===== src/rtl/insn_sequencer.sv =====
// Instruction sequencer: fetches ROM words, drives config writes, dispatches engines, runs hardware loops.
// Latency: a word decoded in cycle N updates the registered strobes and the next iaddr at the end of cycle N.
// Backpressure: RUN to a busy channel, WAIT and EOC hold iaddr and issue nothing until the busy flags allow.
module insn_sequencer #(
    parameter int IW  = 32,
    parameter int AW  = 13,
    parameter int NCH = 4,
    parameter int CIW = 5,
    parameter int LD  = 4,
    parameter int CW  = 16
) (
    input  logic                  clk,
    input  logic                  rst,
    input  logic                  start,
    output logic [AW-1:0]         iaddr,
    input  logic [IW-1:0]         idata,
    output logic                  cfg_we,
    output logic [CIW-1:0]        cfg_idx,
    output logic [IW-CIW-6:0]     cfg_data,
    output logic [NCH-1:0]        ch_start,
    input  logic [NCH-1:0]        ch_done,
    output logic [NCH-1:0]        ch_busy,
    output logic                  running,
    output logic                  halted,
    output logic                  err
);
    localparam int PW  = IW - 5;
    localparam int CHW = (NCH > 1) ? $clog2(NCH) : 1;
    localparam int SPW = $clog2(LD + 1);
    localparam int LIW = (LD > 1) ? $clog2(LD) : 1;

    localparam logic [4:0] OP_NOP  = 5'd0;
    localparam logic [4:0] OP_CFG  = 5'd1;
    localparam logic [4:0] OP_RUN  = 5'd2;
    localparam logic [4:0] OP_WAIT = 5'd3;
    localparam logic [4:0] OP_LOOP = 5'd4;
    localparam logic [4:0] OP_ENDL = 5'd5;
    localparam logic [4:0] OP_EOC  = 5'd31;

    typedef enum logic [1:0] {S_IDLE, S_EXEC, S_HALT, S_ERR} state_t;

    state_t                state, state_nxt;
    logic [AW-1:0]         iaddr_nxt;
    logic                  cfg_we_nxt;
    logic [CIW-1:0]        cfg_idx_nxt;
    logic [IW-CIW-6:0]     cfg_data_nxt;
    logic [NCH-1:0]        ch_start_nxt;
    logic [NCH-1:0]        ch_busy_nxt;

    // Loop stack: return address and remaining count per nesting level; sp counts valid entries.
    logic [AW-1:0]         stk_addr [LD];
    logic [CW-1:0]         stk_cnt  [LD];
    logic [SPW-1:0]        sp;
    logic                  stk_clr, stk_push, stk_pop, stk_dec;

    logic [4:0]            opcode;
    logic [PW-1:0]         pay;
    logic [CHW-1:0]        run_ch;
    logic [NCH-1:0]        wait_mask;
    logic [CW-1:0]         loop_n;
    logic [LIW-1:0]        push_idx, top_idx;

    assign opcode    = idata[IW-1:IW-5];
    assign pay       = idata[PW-1:0];
    assign run_ch    = pay[CHW-1:0];
    // An all-zero mask is shorthand for "every channel".
    assign wait_mask = (pay[NCH-1:0] == '0) ? '1 : pay[NCH-1:0];
    // A zero trip count still executes the body once.
    assign loop_n    = (pay[CW-1:0] == '0) ? CW'(1) : pay[CW-1:0];
    assign push_idx  = LIW'(sp);
    assign top_idx   = LIW'(sp - 1'b1);

    assign running = (state == S_EXEC);
    assign halted  = (state == S_HALT);
    assign err     = (state == S_ERR);

    // Next-state, next-output and stack control decode; everything defaults to hold/no-op.
    always_comb begin
        state_nxt    = state;
        iaddr_nxt    = iaddr;
        cfg_we_nxt   = 1'b0;
        cfg_idx_nxt  = cfg_idx;
        cfg_data_nxt = cfg_data;
        ch_start_nxt = '0;
        stk_clr      = 1'b0;
        stk_push     = 1'b0;
        stk_pop      = 1'b0;
        stk_dec      = 1'b0;
        case (state)
            S_IDLE, S_HALT: begin
                if (start) begin
                    state_nxt = S_EXEC;
                    iaddr_nxt = '0;
                    stk_clr   = 1'b1;
                end
            end
            S_EXEC: begin
                case (opcode)
                    OP_NOP: iaddr_nxt = iaddr + 1'b1;
                    OP_CFG: begin
                        cfg_we_nxt   = 1'b1;
                        cfg_idx_nxt  = pay[PW-1:PW-CIW];
                        cfg_data_nxt = pay[PW-CIW-1:0];
                        iaddr_nxt    = iaddr + 1'b1;
                    end
                    OP_RUN: begin
                        // With NCH a power of two this range check cannot fire.
                        if (32'(run_ch) >= 32'(NCH)) begin
                            state_nxt = S_ERR;
                        end else if (!ch_busy[run_ch]) begin
                            ch_start_nxt[run_ch] = 1'b1;
                            iaddr_nxt            = iaddr + 1'b1;
                        end
                    end
                    OP_WAIT: begin
                        if ((ch_busy & wait_mask) == '0) iaddr_nxt = iaddr + 1'b1;
                    end
                    OP_LOOP: begin
                        if (sp == SPW'(LD)) begin
                            state_nxt = S_ERR;
                        end else begin
                            stk_push  = 1'b1;
                            iaddr_nxt = iaddr + 1'b1;
                        end
                    end
                    OP_ENDL: begin
                        if (sp == '0) begin
                            state_nxt = S_ERR;
                        end else if (stk_cnt[top_idx] > CW'(1)) begin
                            stk_dec   = 1'b1;
                            iaddr_nxt = stk_addr[top_idx];
                        end else begin
                            stk_pop   = 1'b1;
                            iaddr_nxt = iaddr + 1'b1;
                        end
                    end
                    OP_EOC: begin
                        if (ch_busy == '0) state_nxt = S_HALT;
                    end
                    default: state_nxt = S_ERR;
                endcase
            end
            default: ;
        endcase
        // Done clears first so a start issued this cycle always wins on its own bit.
        ch_busy_nxt = (ch_busy & ~ch_done) | ch_start_nxt;
    end

    // State and registered outputs.
    always_ff @(posedge clk) begin
        if (rst) begin
            state    <= S_IDLE;
            iaddr    <= '0;
            cfg_we   <= 1'b0;
            cfg_idx  <= '0;
            cfg_data <= '0;
            ch_start <= '0;
            ch_busy  <= '0;
        end else begin
            state    <= state_nxt;
            iaddr    <= iaddr_nxt;
            cfg_we   <= cfg_we_nxt;
            cfg_idx  <= cfg_idx_nxt;
            cfg_data <= cfg_data_nxt;
            ch_start <= ch_start_nxt;
            ch_busy  <= ch_busy_nxt;
        end
    end

    // Loop stack update: push on LOOP, decrement or pop on ENDL, clear on (re)start.
    always_ff @(posedge clk) begin
        if (rst || stk_clr) begin
            sp <= '0;
        end else if (stk_push) begin
            stk_addr[push_idx] <= iaddr + 1'b1;
            stk_cnt[push_idx]  <= loop_n;
            sp                 <= sp + 1'b1;
        end else if (stk_pop) begin
            sp <= sp - 1'b1;
        end else if (stk_dec) begin
            stk_cnt[top_idx] <= stk_cnt[top_idx] - 1'b1;
        end
    end
endmodule

===== config.mk =====
export PLATFORM = sky130hd
export DESIGN_NAME = insn_sequencer
export DESIGN_NICKNAME = d
export VERILOG_FILES = /design/src/rtl/insn_sequencer.sv
export SDC_FILE = /design/constraint.sdc
export NUM_CORES = 1
export LEC_CHECK = 0
export BUFFER_PORTS_ARGS = -buffer_cell sky130_fd_sc_hd__buf_2
export CAP_MARGIN = 0
export CORE_UTILIZATION = 38
export CTS_BUF_LIST = sky130_fd_sc_hd__clkbuf_4
export CTS_CLUSTER_SIZE = 8
export DETAILED_ROUTE_END_ITERATION = 10
export PLACE_DENSITY = 0.65
export SLEW_MARGIN = 20
export SYNTH_ARGS = -nofsm -noshare
export SYNTH_HDL_FRONTEND = slang
export SYNTH_SLANG_ARGS = --single-unit
export TNS_END_PERCENT = 20

===== constraint.sdc =====
create_clock -name clk -period 6.5 [get_ports clk]
set_input_delay 1.3 -clock clk [delete_from_list [all_inputs] [get_ports clk]]
set_output_delay 1.3 -clock clk [all_outputs]
set_load 0.01 [all_outputs]

==> results.toml, run 1 <==
[synthesis]
synthTopCellsByArea = "edfxtp_1, dfxtp_1, mux4_2"
seq_area_frac_synth = 0.613
yosys.area.top_type = "edfxtp_1"
netlist_top_cells_count = "edfxtp_1, nand2_1, dfxtp_1, a21oi_1, mux4_2"
synthCells = 578
ys_types = 59
yosysWarningCount = 0
synth_seq_cells = 170
synthFlopType = "edfxtp_1"
postSynthAreaPerCell_um2 = 12.9
synth_most_common_cell = "edfxtp_1"
synth_edf_count = 116
async_flop_share = 0
syn-num-nets = 625
yosys.area.top_type_share = 0.468
synthesis.area_um2 = 7450

[sta]
finalHoldViolCount = 0
rsz0062_at_grt = "false"
fin_ws_ps = 1680
maxSlewViolCount = 0
relSlewSlack = 0.400
final.period_utilization = 0.741
finalCriticalPeriod_ps = 4820
setup_tns_ps = 0
worstMarginPinSlew_ps = 901
max_freq_mhz = 208
skew_ps = 32.2
finalSetupViolCount = 0

[clock_network]
cts_tree = "yes"
clock_sinks = 170
cts_resized = 0
ctsLongestPathBuffers = 2
hold_buffers = 0
cts_root_buf = "clkbuf_4"
h-tree-depth = 4
cts_setup_buffers = 0
cts.clk_slew.worst_paths_ps = 130
cts_made_buffers = 17
clk-insertion-delay-late_ps = 590

[cells_and_area]
fillers = 1714
multiInputGateArea_um2 = 2720
drive_gt1_frac = 0.249
nets = 708
seq_area_um2 = 4570
syn2layout_area_growth_pct = 13.2
design_area_um2 = 8430

[die]
core_area_um2 = 19000
fp-row-count = 50
initial_core_util = 0.393
io_pins = 91
die_h_um = 142
die-area_um2 = 20200
die_w_um = 142

[drt]
wl_mm = 16.6
drt_iter0_markers = 388
routedWlPerCell_um = 17.7
vias_per_cell = 5.29
post-route-drc-count = 0
vias = 4943
dr.pass1.iters = 5
drtAntennaViolNets = 0

[power]
p_clk_frac = 0.341
vdd_drop_max_mv = 0.0956
power_frac_comb = 0.040
power_density_nw_per_um2 = 222
intPower_mw = 1.44
switching_share = 0.227
power.leakage_nw = 3.05
p_sw_uw = 424
p_seq_frac = 0.619

[placement]
hpwl_mm = 11.4
postPlaceCellArea_um2 = 8130
preCtsSetupSlack_ps = 1700
port-buffer-count = 90
place.gp.congestion = 0.856

[setup_path]
crit_required_ps = 6700
cp.arrival_ps = 5020
worstSetupStartpointType = "register"
setup.worst_path.class = "reg -> reg"
cp_max_fo = 36
end_kind = "register"

[grt]
antenna_found_initial = 1
grt_start_max_net_pins = 37
overflow = 0
grt_usage = 0.174
grt_pass1_vias = 5001
grt_pass1_wl_mm = 26.6

[run]
drv_cap = 0

[run_status]
outcome = "complete, no violations"

[min_path]
min-delay-path-class = "reg -> reg"
-- cells in the final DEF, fill, tap and decap left out, types with 11 or more instances in the layout --
master    Yosys  final
dfxtp_1      54     53
nor4_1       13     13
o21ai_1      15     15
mux2i_1      11     11
nor2_1       22     22
nand3_1      14     14
edfxtp_1    116    116
buf_2         5     90
clkbuf_4      0     17
nor3_1       12     11
xnor2_1      18     18
nand2_1      89     89
a21oi_1      39     39
mux4_2       29     29
-- cell type report --
| cell class | instances | share of cell area |
|---|---|---|
| flip-flops and latches | 170 | 0.542 |
| repair buffers | 95 | 0.0579 |
| multi-input cells | 370 | 0.323 |
| clock inverters | 15 | 0.0203 |
| inverters | 7 | 0.00312 |
| well taps | 260 | 0.0386 |
| diodes | 1 | 0.000297 |
| clock buffers | 17 | 0.0151 |
-- worst paths after layout --
path	start	end	slack, ps	cells past startpoint
worst min-delay path	cfg_data[16]	cfg_data[16]	460	2
worst min register to register	cfg_data[16]	cfg_data[16]	460	2
worst max-delay path	sp[0]	stk_cnt[0][15]	1680	10
worst max register to register	sp[0]	stk_cnt[0][15]	1680	10
-- metal layers --
layer	GRT usage	part of all wire	up-vias
met5	0	0	-
met4	0.0860	0.027	0
met3	0.0310	0.039	39
met2	0.278	0.49	133
met1	0.229	0.44	2433
li1	-	-	2338
-- power by group through the flow --
stage               combinational, mW  sequential (mW)  clock [mW]
CTS                            0.0753             1.16       0.648
finish                         0.0754             1.16       0.637
detailed placement             0.0748             1.18           0
floorplan                      0.0414             1.18           0
global route                   0.0829             1.16       0.688
global placement               0.0722             1.18           0
-- state kept, by name (all words and copies together), names as in the netlist --
register,cells
state,2
ch_busy,4
sp,3
cfg_we,1
cfg_idx,5
cfg_data,22
stk_cnt,64
ch_start,4
stk_addr,52
iaddr,13
-- logic make-up (layout without fill, tap and decap cells) --
family / Yosys count / after routing / share of synthesized area
buffers and inverters: 38 / 134 / 0.0230
AOI/OAI and AO/OA: 96 / 96 / 0.0830
muxes: 43 / 43 / 0.107
xor gates and xnor gates: 26 / 26 / 0.0306
and+or+nand+nor: 197 / 197 / 0.130
DFF: 170 / 170 / 0.613
adders and majority gates: 8 / 8 / 0.0134
other: 0 / 1 / 0
-- critical path, stage by stage, from the launching register on --
cell and delay [ps]:
dfxtp_2 350, clkinv_1 250, ha_1 880, buf_4 430, mux4_2 410, or4_4 600
nor3_4 370, a2111o_1 220, buf_4 330, nor3_1 100, a31o_1 510
-- stage by stage --
step | cells | util | hold slack, ps | power, mW
floorplan | 578 | - | 476 | 1.22
global placement | 902 | 0.429 | 434 | 1.25
detailed placement | 902 | 0.429 | 440 | 1.25
CTS | 934 | 0.444 | 458 | 1.88
global route | 935 | 0.445 | 485 | 1.93
finish | 935 | 0.445 | 457 | 1.87
Note: power is estimated with default switching activity, not from simulation.
==> run 2, diff against run 1 <==
==> constraint.sdc (replaced) <==
create_clock -name clk -period 4.7 [get_ports clk]
set_input_delay 0.94 -clock clk [delete_from_list [all_inputs] [get_ports clk]]
set_output_delay 0.94 -clock clk [all_outputs]
set_load 0.01 [all_outputs]
==> results.toml, run 2 (synthesis gave the netlist of run 1 again) <==
[power]
power.leakage_nw = 3.06
vdd_drop_max_mv = 0.154
power_density_nw_per_um2 = 303
power_mw = 2.56

[sta]
max_freq_mhz = 232
finalCriticalPeriod_ps = 4310
rsz0062_at_grt = "false"
fin_ws_ps = 390
finalHoldViolCount = 0
relSlewSlack = 0.402
finalSetupViolCount = 0
worstMarginPinSlew_ps = 897
skew_ps = 24.4
holdWs_ps = 461
setup_tns_ps = 0
maxSlewViolCount = 0
final.period_utilization = 0.917

[clock_network]
cts_made_buffers = 17
h-tree-depth = 4
cts_root_buf = "clkbuf_4"
cts.clk_slew.worst_paths_ps = 150
cts_tree = "yes"
clk-insertion-delay-late_ps = 550
cts_resized = 0
hold_buffers = 0
clock_sinks = 170
ctsLongestPathBuffers = 2
cts_setup_buffers = 0

[setup_path]
setup.worst_path.class = "reg -> reg"
slowest_delay_ps = 630
r2r_end = "stk_cnt[3][0]"
crit_chain = "inv_1, ha_1, buf_4, mux4_2, nor4_1, and4b_1, a2111o_1, buf_4, nor2_1, a21oi_1"
cpMostUsedCell = "buf_4"
end_kind = "register"
worstSetupStartpointType = "register"
cpMaxStageDelayCell = "ha_1"
cp_max_fo = 32
r2r-start = "sp[1]"
r2r_slack_ps = 390
crit_required_ps = 5060
reg2regPathDepth = 10
cp.arrival_ps = 4670

[drt]
post-route-drc-count = 0
routedWlPerCell_um = 17.7
wl_mm = 16.6
drt_iter0_markers = 334
vias_per_cell = 5.31
dr.pass1.iters = 5
drtAntennaViolNets = 0
vias = 4967

[die]
fp-row-count = 50
die_w_um = 142
core_area_um2 = 19000
die_h_um = 142
initial_core_util = 0.393
die-area_um2 = 20200
io_pins = 91

[min_path]
min_path_cells = 2
min-delay-path-class = "reg -> reg"
hold_end = "cfg_data[19]"
holdCritStartpoint = "cfg_data[19]"

[grt]
grt_usage = 0.170
antenna_found_initial = 1
overflow = 0
grt_start_max_net_pins = 37
grt_pass1_vias = 4926
grt_pass1_wl_mm = 26.1

[cells_and_area]
fillers = 1696
top_register = "stk_cnt"
final_common_cell = "edfxtp_1"
drive_gt1_frac = 0.258
layout_common_cells = "edfxtp_1, buf_2, nand2_1"
seq_area_um2 = 4570
multiInputGateArea_um2 = 2730
syn2layout_area_growth_pct = 13.3
reg.largest.list = "stk_cnt x64, stk_addr x52, cfg_data x22"
nets = 709
largest_reg_flops = 64

[run]
drv_cap = 0

[placement]
port-buffer-count = 90
hpwl_mm = 11.6
preCtsSetupSlack_ps = 464
place.gp.congestion = 0.804

[run_status]
outcome = "complete, no violations"
==> run 2: per-layer routing <==
| layer | global-route usage | vias up | routed length (µm) |
|---|---|---|---|
| met5 | 0 | - | 0 |
| met4 | 0.0724 | 0 | 378 |
| met3 | 0.0276 | 27 | 661 |
| met2 | 0.287 | 135 | 8340 |
| met1 | 0.217 | 2463 | 7190 |
| li1 | - | 2342 | - |
==> run 2: stage by stage <==
| stage | area (µm²) | cells | util |
|---|---|---|---|
| floorplan | 7470 | 578 | - |
| global placement | 8140 | 903 | 0.430 |
| detailed placement | 8140 | 903 | 0.430 |
| CTS | 8430 | 935 | 0.445 |
| global route | 8440 | 936 | 0.445 |
| finish | 8440 | 936 | 0.445 |
==> run 2: final cells by class <==
cell class | instances | area share
diodes | 1 | 0.000297
repair buffers | 96 | 0.0587
well taps | 260 | 0.0386
clock buffers | 17 | 0.0151
flip-flops and latches | 170 | 0.541
multi-input cells | 370 | 0.324
clock inverters | 15 | 0.0193
inverters | 7 | 0.00326
==> run 2: how the worst max path moves through the flow <==
stage	slack, ps	from	depth (start not counted)	endpoint
floorplan	50	sp[0]	18	stk_cnt[3][0]
global placement	640	sp[1]	10	stk_cnt[3][0]
detailed placement	460	sp[1]	10	stk_cnt[1][0]
CTS	410	sp[1]	10	stk_cnt[3][0]
global route	160	sp[1]	10	stk_cnt[3][0]
finish	390	sp[1]	10	stk_cnt[3][0]
==> run 2: report_power, final <==
group          leakage, nW  switching (mW)  total [mW]  internal (mW)
clock                0.159           0.531       0.859          0.327
sequential            1.58         0.00504        1.60           1.59
combinational         1.33          0.0670       0.103         0.0361
total                 3.06           0.603        2.56           1.96
==> run 2: worst max-delay path, delay by kind of cell, from the launching register on <==
family	cells	cell delay, ps
buffers and inverters	3	850
adders and majority gates	1	630
and+or+nand+nor	3	1170
muxes	1	410
DFF	1	460
AOI/OAI and AO/OA	2	580
==> run 3, diff against run 2 <==
--- a/config.mk
+++ b/config.mk
@@ -7,6 +7,7 @@
 export LEC_CHECK = 0
 export BUFFER_PORTS_ARGS = -buffer_cell sky130_fd_sc_hd__buf_2
 export CAP_MARGIN = 0
+export CORE_MARGIN = 3
 export CORE_UTILIZATION = 38
 export CTS_BUF_LIST = sky130_fd_sc_hd__clkbuf_4
 export CTS_CLUSTER_SIZE = 8
==> constraint.sdc (replaced) <==
create_clock -name clk -period 4.7 [get_ports clk]
set_input_delay 0.94 -clock clk [delete_from_list [all_inputs] [get_ports clk]]
set_output_delay 0.94 -clock clk [all_outputs]
set_load 0.1 [all_outputs]
==> results.toml, run 3 (synthesis gave the netlist of run 1 again) <==
[clock_network]
cts_made_buffers = 17
clock_sinks = 170
cts.clk_slew.worst_paths_ps = 130
clk-insertion-delay-late_ps = 580
cts_setup_buffers = 0
hold_buffers = 0
cts_resized = 0
h-tree-depth = 4
cts_tree = "yes"
cts_root_buf = "clkbuf_4"
ctsLongestPathBuffers = 2

[cells_and_area]
seq_area_um2 = 4570
nets = 711
reg.largest.list = "stk_cnt x64, stk_addr x52, cfg_data x22"
multiInputGateArea_um2 = 2730
layout_common_cells = "edfxtp_1, buf_2, nand2_1"
fillers = 1723
drive_gt1_frac = 0.260
largest_reg_flops = 64
syn2layout_area_growth_pct = 13.2
top_register = "stk_cnt"
final_common_cell = "edfxtp_1"
final_util = 0.445

[setup_path]
crit_chain = "buf_4, buf_4, mux4_2, or4_4, nor3_4, a2111o_1, buf_4, nor2_1, a21oi_1"
cpMaxStageDelayCell = "mux4_2"
cpMostUsedCell = "buf_4"
cp.arrival_ps = 4360
slowest_delay_ps = 630
crit_required_ps = 5080
setup.worst_path.class = "reg -> reg"
end_kind = "register"
worstSetupStartpointType = "register"
cp_max_fo = 32

[drt]
post-route-drc-count = 0
vias = 4941
drt_iter0_markers = 347
dr.pass1.iters = 4
drtAntennaViolNets = 0
wl_mm = 16.9
vias_per_cell = 5.27
routedWlPerCell_um = 18.0

[sta]
worstMarginPinSlew_ps = 889
setup_tns_ps = 0
skew_ps = 19.2
rsz0062_at_grt = "false"
finalHoldViolCount = 0
relSlewSlack = 0.407
finalCriticalPeriod_ps = 3970
final.period_utilization = 0.845
maxSlewViolCount = 0
finalSetupViolCount = 0
max_freq_mhz = 252

[power]
vdd_drop_max_mv = 0.139
power_density_nw_per_um2 = 301
power.leakage_nw = 3.06

[grt]
grt_pass1_vias = 5116
grt_usage = 0.163
grt_start_max_net_pins = 37
grt_pass1_wl_mm = 27.5
overflow = 0
antenna_found_initial = 1

[run]
drv_cap = 0

[min_path]
min-delay-path-class = "reg -> reg"

[die]
core_area_um2 = 19000
die-area_um2 = 21300
fp-row-count = 50
io_pins = 91
die_w_um = 146
die_h_um = 146
initial_core_util = 0.393

[placement]
place.gp.congestion = 0.854
hpwl_mm = 11.9
port-buffer-count = 90

[run_status]
outcome = "complete, no violations"
run 3: changes by cell type in the layout (fill, tap and decap cells not counted), sizes merged:
cell,previous run,this run
buf,96,98
bufinv,2,1
clkinv,7,8
clkinvlp,1,2
inv,12,11
run 3: final timing paths:
path	slack [ps]	start	cells past startpoint	endpoint
worst max-delay path	730	sp[0]	9	stk_cnt[1][0]
worst min-delay path	460	cfg_data[19]	2	cfg_data[19]
worst max register to register	730	sp[0]	9	stk_cnt[1][0]
worst min register to register	460	cfg_data[19]	2	cfg_data[19]
run 3: power by group:
| part | leakage [nW] | total (mW) | internal, mW | switching, mW |
|---|---|---|---|---|
| sequential | 1.58 | 1.60 | 1.59 | 0.00502 |
| clock | 0.144 | 0.799 | 0.273 | 0.526 |
| combinational | 1.34 | 0.137 | 0.0361 | 0.101 |
run 3: per-layer routing:
| layer | track usage | vias up | routed length [µm] |
|---|---|---|---|
| met1 | 0.213 | 2436 | 7430 |
| met4 | 0.0574 | 0 | 290 |
| li1 | - | 2348 | - |
| met2 | 0.268 | 134 | 8470 |
| met5 | 0 | - | 0 |
| met3 | 0.0371 | 23 | 716 |
run 3: critical path, delay by kind of cell, from the launching register on:
kind	cells	cell delay [ps]
AOI/OAI and AO/OA	2	610
buffers and inverters	3	1110
DFF	1	360
muxes	1	630
and+or+nand+nor	3	1040
run 3: stage by stage:
step / worst slack [ps] / instances / total power, mW / cell area [µm²] / hold slack [ps]
global route: 390 / 938 / 2.64 / 8430 / 482
CTS: 686 / 937 / 2.56 / 8430 / 460
floorplan: 48.9 / 578 / 1.72 / 7470 / 483
detailed placement: 715 / 905 / 1.77 / 8160 / 443
global placement: 906 / 905 / 1.76 / 8160 / 435
finish: 726 / 938 / 2.53 / 8430 / 460
run 3: area by class of cell:
cell class              count  share of cell area
repair buffers             98              0.0605
clock inverters            15              0.0169
clock buffers              17              0.0151
inverters                   7             0.00326
flip-flops and latches    170               0.541
diodes                      1            0.000297
well taps                 260              0.0386
multi-input cells         370               0.324
